===== config.mk =====
export PLATFORM = sky130hd
export DESIGN_NAME = tia_dl_bank
export DESIGN_NICKNAME = d
export VERILOG_FILES = /design/src/rtl/tia_dl_bank.sv
export SDC_FILE = /design/constraint.sdc
export NUM_CORES = 1
export LEC_CHECK = 0
export CAP_MARGIN = 25
export CORE_ASPECT_RATIO = 0.8
export CORE_MARGIN = 4
export CORE_UTILIZATION = 40
export CTS_CLUSTER_DIAMETER = 150
export DETAILED_ROUTE_END_ITERATION = 12
export GPL_TIMING_DRIVEN = 0
export PLACE_DENSITY = 0.7
export SLEW_MARGIN = 20
export SYNTH_ARGS = -nofsm -noshare
export SYNTH_HDL_FRONTEND = slang
export SYNTH_SLANG_ARGS = --single-unit

===== constraint.sdc =====
create_clock -name clk -period 2.4 [get_ports clk]
set_input_delay 0.48 -clock clk [delete_from_list [all_inputs] [get_ports clk]]
set_output_delay 0.48 -clock clk [all_outputs]
set_load 0.05 [all_outputs]

===== src/rtl/tia_dl_bank.sv =====
// Bank of sticky two-phase collision-style latches with a registered paired read port.
// Optional per-channel saturating hit counters are built when TIA_DL_HITCNT_EN is defined.
module tia_dl_bank #(
    parameter int CHANNELS = 15,
    parameter int RD_AW    = 4,
    parameter int CNT_W    = 4
) (
    input  logic                      clk,
    input  logic                      rst_n,
    input  logic [CHANNELS-1:0]       in,
    input  logic                      s1,
    input  logic                      s2,
    input  logic                      clr,
    input  logic                      rd_en,
    input  logic [RD_AW-1:0]          rd_addr,
    output logic [1:0]                rd_data,
    output logic                      rd_valid,
    output logic [CHANNELS-1:0]       latched
`ifdef TIA_DL_HITCNT_EN
    ,
    output logic [CHANNELS*CNT_W-1:0] hit_cnt
`endif
);

    // Read port has no backpressure: rd_en at an edge yields rd_valid=1 for the
    // following cycle with the pre-edge latch pair; rd_data holds while rd_en=0.
    localparam int PAIRS = 1 << RD_AW;
    localparam int PADW  = (2 * PAIRS > CHANNELS) ? 2 * PAIRS : CHANNELS;

    logic [CHANNELS-1:0] cap_q, cap_d;
    logic [CHANNELS-1:0] lat_q, lat_d;
    logic [1:0]          rd_data_q, rd_data_d;
    logic                rd_valid_q, rd_valid_d;
    logic [PADW-1:0]     lat_pad;

    // Zero-padding makes absent channels and out-of-range pairs read as 0.
    assign lat_pad = PADW'(lat_q);

    always_comb begin
        cap_d      = cap_q;
        lat_d      = lat_q;
        rd_data_d  = rd_data_q;
        rd_valid_d = rd_en;
        if (clr) begin
            cap_d = '0;
            lat_d = '0;
        end else begin
            if (s1) cap_d = in | lat_q;
            if (s2) lat_d = cap_q;
        end
        if (rd_en) rd_data_d = lat_pad[{rd_addr, 1'b0} +: 2];
    end

    always_ff @(posedge clk) begin
        if (!rst_n) begin
            cap_q      <= '0;
            lat_q      <= '0;
            rd_data_q  <= '0;
            rd_valid_q <= 1'b0;
        end else begin
            cap_q      <= cap_d;
            lat_q      <= lat_d;
            rd_data_q  <= rd_data_d;
            rd_valid_q <= rd_valid_d;
        end
    end

    assign rd_data  = rd_data_q;
    assign rd_valid = rd_valid_q;
    assign latched  = lat_q & {CHANNELS{~clr}};

`ifdef TIA_DL_HITCNT_EN
    logic [CNT_W-1:0] cnt_q [CHANNELS];
    logic [CNT_W-1:0] cnt_d [CHANNELS];

    // Counts s2 commits of a set capture bit; saturates instead of wrapping.
    always_comb begin
        for (int i = 0; i < CHANNELS; i++) begin
            cnt_d[i] = cnt_q[i];
            if (clr) begin
                cnt_d[i] = '0;
            end else if (s2 && cap_q[i] && (cnt_q[i] != {CNT_W{1'b1}})) begin
                cnt_d[i] = cnt_q[i] + CNT_W'(1);
            end
        end
    end

    always_ff @(posedge clk) begin
        if (!rst_n) begin
            for (int i = 0; i < CHANNELS; i++) cnt_q[i] <= '0;
        end else begin
            for (int i = 0; i < CHANNELS; i++) cnt_q[i] <= cnt_d[i];
        end
    end

    always_comb begin
        hit_cnt = '0;
        for (int i = 0; i < CHANNELS; i++) hit_cnt[i*CNT_W +: CNT_W] = cnt_q[i];
    end
`else
    logic unused_cnt_w;
    assign unused_cnt_w = ^CNT_W;
`endif

endmodule


==> results.json, run 1 <==
{
  "status": "completed",
  "die_y_um": 61.2,
  "critPathMaxStageDelay_ns": 0.53,
  "crit_fanout": 10,
  "synth_edf_count": 0,
  "setup-tns-final_ns": 0,
  "netlist_top_cells_count": "nor2_1, dfxtp_1, mux2i_1",
  "period_minus_slack_ns": 2.32,
  "postRouteAntennaNets": 0,
  "met3WireLength_um": 244,
  "netlist_area_um2": 1420,
  "reg2reg_slack_ns": 1.18,
  "ctsLongestPathBuffers": 2,
  "dr.pass1.iters": 4,
  "drv_cap": 0,
  "cts.sinks": 33,
  "clkTransAtPathRegs_ns": 0.07,
  "period_share": 0.968,
  "hp-class": "flip-flop to flip-flop",
  "synth.area.top_cells": "dfxtp_1, mux2i_1, nor2_1, a211oi_1, nor2b_1",
  "crit_chain": "clkdlybuf4s50_1 > clkbuf_2 > nor2b_1 > clkdlybuf4s15_2",
  "grt_pass1_wl_mm": 5.84,
  "placed_cell_area_um2": 1860,
  "dpl.hpwl_mm": 2.66,
  "place_congestion": 0.761,
  "synthCells": 155,
  "critPathTopFamily": "buffers and inverters",
  "post-place-ws_ns": -0.445,
  "p_leak_nw": 0.805,
  "area_growth_pct": 39.1,
  "layout-drive-gt1-share": 0.124,
  "grt_pass1_vias": 1288,
  "avgViaCountPerCell": 5.19,
  "wl_met1_mm": 1.56,
  "async_reset_ff_frac": 0,
  "layout_setup_ws_ns": 0.0759,
  "core-area_um2": 3420,
  "powerDensity_nw_per_um2": 613,
  "dieWidth_um": 74.5,
  "nets": 226,
  "finalHoldWorstSlack_ns": 0.488,
  "htreeDepth": 2,
  "synth.top_cell.area_share": 0.466,
  "synth.most_common_cell": "nor2_1",
  "slew_headroom": 0.595,
  "io_pins": 43,
  "dr.first_iter.drc_count": 58,
  "antenna_found_initial": 0,
  "wl_per_cell_um": 14.8,
  "cts_setup_buffers": 0,
  "yosysTopAreaCell": "dfxtp_1",
  "drc": 0,
  "wl_mm": 3.60,
  "totalPowerFinal_mw": 1.21,
  "num_antenna_cells": 0,
  "crit_path_start_kind": "input pin",
  "placement_rows": 19,
  "rsz0062_at_grt": "false",
  "vias": 1260,
  "io_buffers": 39,
  "postLayoutCellArea_um2": 1970,
  "syn-num-nets": 180,
  "grt_max_degree": 11,
  "endpoint_kind": "primary output",
  "cp.required_ns": 1.92,
  "cp.arrival_ns": 1.84,
  "tightest_slew_ns": 0.592,
  "cts-root-buf": "clkbuf_8",
  "cp_num_buf_inv": 3,
  "die-area_um2": 4560,
  "wl_met2_mm": 1.72,
  "synth.distinct_cells": 22,
  "insertion_delay_ns": 0.29,
  "top_layer": "met4",
  "track_usage": 0.177,
  "cts_made_buffers": 5,
  "yosysWarnings": 0,
  "synthFlopType": "dfxtp_1",
  "grt-ovfl-total": 0,
  "cp_slowest_cell": "clkdlybuf4s50_1",
  "clock.fmax_ghz": 0.430,
  "ir_drop_mv": 0.291,
  "final.setup_skew_ns": 0.00679,
  "synth-seq-cells": 33,
  "avgSynthCellArea_um2": 9.14,
  "synth_seq_area_share": 0.466,
  "start_util": 0.414,
  "maxSlewViolCount": 0,
  "cts_tree": "built",
  "crit_type": "input pin to primary output",
  "setup_viol": 0,
  "finalHoldViolations": 0
}
final timing paths:
path,end,depth (start not counted),startpoint
worst max-delay path,latched[10],4,clr
worst min-delay path,cap_q[14],2,cap_q[14]
worst max register to register,rd_data[0],3,lat_q[0]
worst min register to register,cap_q[14],2,cap_q[14]
area by class of cell:
class | instances | area (um2)
buffer | 10 | 48.8
clock buffer | 5 | 68.8
clock inverter | 2 | 35.0
fill | 304 | 1450
inverter | 1 | 3.75
multi-input combinational | 111 | 704
sequential | 33 | 661
tap | 42 | 52.6
timing repair buffer | 39 | 397
placed cells by master (no fill, tap or decap):
cell,count
a2111oi_0,1
a211oi_1,15
a31o_2,1
a31oi_1,1
and2_1,1
and2b_4,1
and3_1,1
and3b_1,1
buf_2,2
buf_6,1
bufinv_16,1
clkbuf_1,6
clkbuf_2,1
clkbuf_8,5
clkdlybuf4s15_2,10
clkdlybuf4s50_1,24
clkinv_2,1
dfxtp_1,33
dlygate4sd2_1,5
inv_1,1
mux2i_1,19
mux4_2,1
nand2_1,2
nand2b_1,1
nand3b_1,2
nor2_1,47
nor2b_1,15
o221ai_1,1
o41ai_2,1
layer usage:
layer / global-route usage / up-vias
met5: 0 / -
met4: 0.0914 / 0
met3: 0.0506 / 9
met2: 0.298 / 43
met1: 0.207 / 585
li1: - / 623
state kept, by name (all words and copies together) (netlist names):
signal and flops:
rd_valid 1, cap_q 15, rd_data 2, lat_q 15
per-stage QoR:
step | cells | util
after global routing | 243 | 0.576
after detailed placement | 236 | 0.543
after global placement | 236 | 0.543
after floorplan | 155 | -
final | 243 | 0.576
after CTS | 243 | 0.576
tightest hold or removal path: cells and delay by family, from the launching register on:
family          cells  cell delay (ns)
simple gates        1             0.08
compound gates      1             0.05
flops               1             0.31
report_power, final:
group | leakage (nW) | internal (mW) | switching (mW)
registers | 0.268 | 0.563 | 0.00896
logic | 0.483 | 0.0670 | 0.0714
clock network | 0.0540 | 0.301 | 0.195
total | 0.805 | 0.932 | 0.276
repair_timing:
action | 4_1_cts | 5_1_grt
endpoints found under the setup margin | 15 | 0
hold endpoints to repair | 0 | 0
gates resized for setup | 36 | 0
hold buffers | 0 | 0
logic make-up (layout without fill, tap and decap cells):
family	Yosys count	after routing	share of synthesized area
flip-flops	33	33	0.466
buffers and inverters	11	57	0.0362
AO/OA/AOI/OAI	20	20	0.114
multiplexers	20	20	0.150
AND/OR/NAND/NOR	71	71	0.233
No activity file was read; power rests on OpenSTA's default activity.
==> run 2, diff against run 1 <==
--- a/config.mk
+++ b/config.mk
@@ -12,7 +12,7 @@
 export CTS_CLUSTER_DIAMETER = 150
 export DETAILED_ROUTE_END_ITERATION = 12
 export GPL_TIMING_DRIVEN = 0
-export PLACE_DENSITY = 0.7
+export PLACE_DENSITY = 0.73
 export SLEW_MARGIN = 20
 export SYNTH_ARGS = -nofsm -noshare
 export SYNTH_HDL_FRONTEND = slang
==> constraint.sdc (replaced) <==
create_clock -name clk -period 1.95 [get_ports clk]
set_input_delay 0.39 -clock clk [delete_from_list [all_inputs] [get_ports clk]]
set_output_delay 0.39 -clock clk [all_outputs]
set_load 0.05 [all_outputs]
==> run 2 against run 1 <==
Global-route usage up 0.51 points; combinational power up 25%; routed wire length up 3.3%; final area down 0.38%; via count up 2.9%; hold slack better by 0.0027 ns; first-iteration DRC count up 84%; total power up 27%; critical path type is now flip-flop to primary output; highest routed layer unchanged.
==> results.json, run 2 (synthesized netlist as in run 1, its figures left out) <==
{
  "status": "completed",
  "hp-class": "flip-flop to flip-flop",
  "layout_commonest_cell": "nor2_1",
  "final.setup_skew_ns": 0.00202,
  "clock.fmax_ghz": 0.555,
  "dieWidth_um": 74.5,
  "layout-drive-gt1-share": 0.149,
  "core-area_um2": 3420,
  "period_share": 0.924,
  "area_growth_pct": 38.6,
  "slew_headroom": 0.674,
  "vias": 1297,
  "grt_pass1_wl_mm": 5.97,
  "period_minus_slack_ns": 1.80,
  "drv_cap": 0,
  "startpoint": "rd_data[1]",
  "hp-start": "cap_q[10]",
  "reg2reg_from": "lat_q[14]",
  "crit_type": "flip-flop to primary output",
  "totalPowerFinal_mw": 1.53,
  "dr.first_iter.drc_count": 107,
  "cp.required_ns": 1.56,
  "antenna_found_initial": 0,
  "dr.pass1.iters": 4,
  "fin_util": 0.573,
  "insertion_delay_ns": 0.28,
  "wl_mm": 3.72,
  "clkTransAtPathRegs_ns": 0.06,
  "cts_made_buffers": 5,
  "ctsLongestPathBuffers": 2,
  "ctsHoldBuffers": 0,
  "placement_rows": 19,
  "track_usage": 0.182,
  "grt_max_degree": 11,
  "p_leak_nw": 0.814,
  "cp_num_buf_inv": 1,
  "final_cell_mix": "nor2_1, dfxtp_1, clkdlybuf4s50_1",
  "drc": 0,
  "finalHoldViolations": 0,
  "grt-ovfl-total": 0,
  "io_buffers": 39,
  "tightest_slew_ns": 0.477,
  "rsz0062_at_grt": "false",
  "powerDensity_nw_per_um2": 780,
  "crit_chain": "clkdlybuf4s50_1",
  "post-place-ws_ns": -0.732,
  "cts-root-buf": "clkbuf_8",
  "crit_path_start_kind": "flip-flop",
  "htreeDepth": 2,
  "cts.sinks": 33,
  "die-area_um2": 4560,
  "io_pins": 43,
  "maxSlewViolCount": 0,
  "cp_slowest_cell": "clkdlybuf4s50_1",
  "place_congestion": 0.791,
  "dpl.hpwl_mm": 2.75,
  "num_antenna_cells": 0,
  "nets": 226,
  "grt_pass1_vias": 1228,
  "endpoint_kind": "primary output",
  "setup_viol": 0,
  "critPathMaxStageDelay_ns": 0.80,
  "layout_setup_ws_ns": 0.148,
  "postRouteAntennaNets": 0,
  "cts_tree": "built",
  "crit_fanout": 2,
  "avgViaCountPerCell": 5.32,
  "critPathTopFamily": "buffers and inverters",
  "wl_per_cell_um": 15.2,
  "ir_drop_mv": 0.400,
  "start_util": 0.414,
  "cp.arrival_ns": 1.41,
  "die_y_um": 61.2
}
==> run 2: changes by cell type in the layout (fill, tap and decap cells not counted), sizes merged <==
cell           before  now
clkdlybuf4s50      24   23
dlymetal6s2s        0    1
clkdlybuf4s15      10    5
clkinv              1    0
buf                 3   13
clkbuf             12   14
dlygate4sd2         5    0
==> run 2: area by class of cell <==
type,instances,area (um2)
fill,305,1460
multi-input combinational,111,704
sequential,33,661
timing repair buffer,39,374
clock buffer,7,86.3
tap,42,52.6
buffer,10,51.3
clock inverter,1,30.0
inverter,1,3.75
==> run 2: path summary, 6_finish.rpt <==
check                                  end  slack, ns  cells past startpoint
worst max register to register  rd_data[0]       0.76                      3
worst max-delay path            rd_data[1]       0.15                      1
worst min-delay path             cap_q[10]       0.49                      2
worst min register to register   cap_q[10]       0.49                      2
==> run 2: where the power goes <==
group / internal, mW / leakage [nW] / switching (mW)
logic: 0.0831 / 0.487 / 0.0901
registers: 0.693 / 0.268 / 0.0112
clock network: 0.416 / 0.0585 / 0.238
total: 1.19 / 0.814 / 0.339
==> run 2: metal layers <==
layer | global-route usage | vias up | share of wire | wire [um]
met2 | 0.290 | 38 | 0.49 | 1820
met5 | 0 | - | 0 | 0
met4 | 0.0711 | 0 | 0.0067 | 25
met3 | 0.0701 | 5 | 0.066 | 247
met1 | 0.224 | 633 | 0.44 | 1630
li1 | - | 621 | - | -
==> run 2: stage by stage <==
| stage | instances | hold slack (ns) | instance area (um2) | TNS, ns |
|---|---|---|---|---|
| after global routing | 244 | 0.510 | 1960 | 0 |
| after detailed placement | 236 | 0.482 | 1860 | -8.92 |
| after floorplan | 155 | 0.463 | 1420 | 0 |
| final | 244 | 0.491 | 1960 | 0 |
| after CTS | 244 | 0.491 | 1960 | 0 |
| after global placement | 236 | 0.472 | 1860 | -8.67 |
==> run 2: what timing repair did <==
item	CTS	global route
endpoints found under the setup margin	15	11
setup buffers	0	0
resized for setup	77	1
==> run 2: worst reg2reg max path, stage by stage (launching register included) <==
cell and delay (ns):
dfxtp_1 0.33, mux4_2 0.47, nor2_1 0.16, o41ai_2 0.11
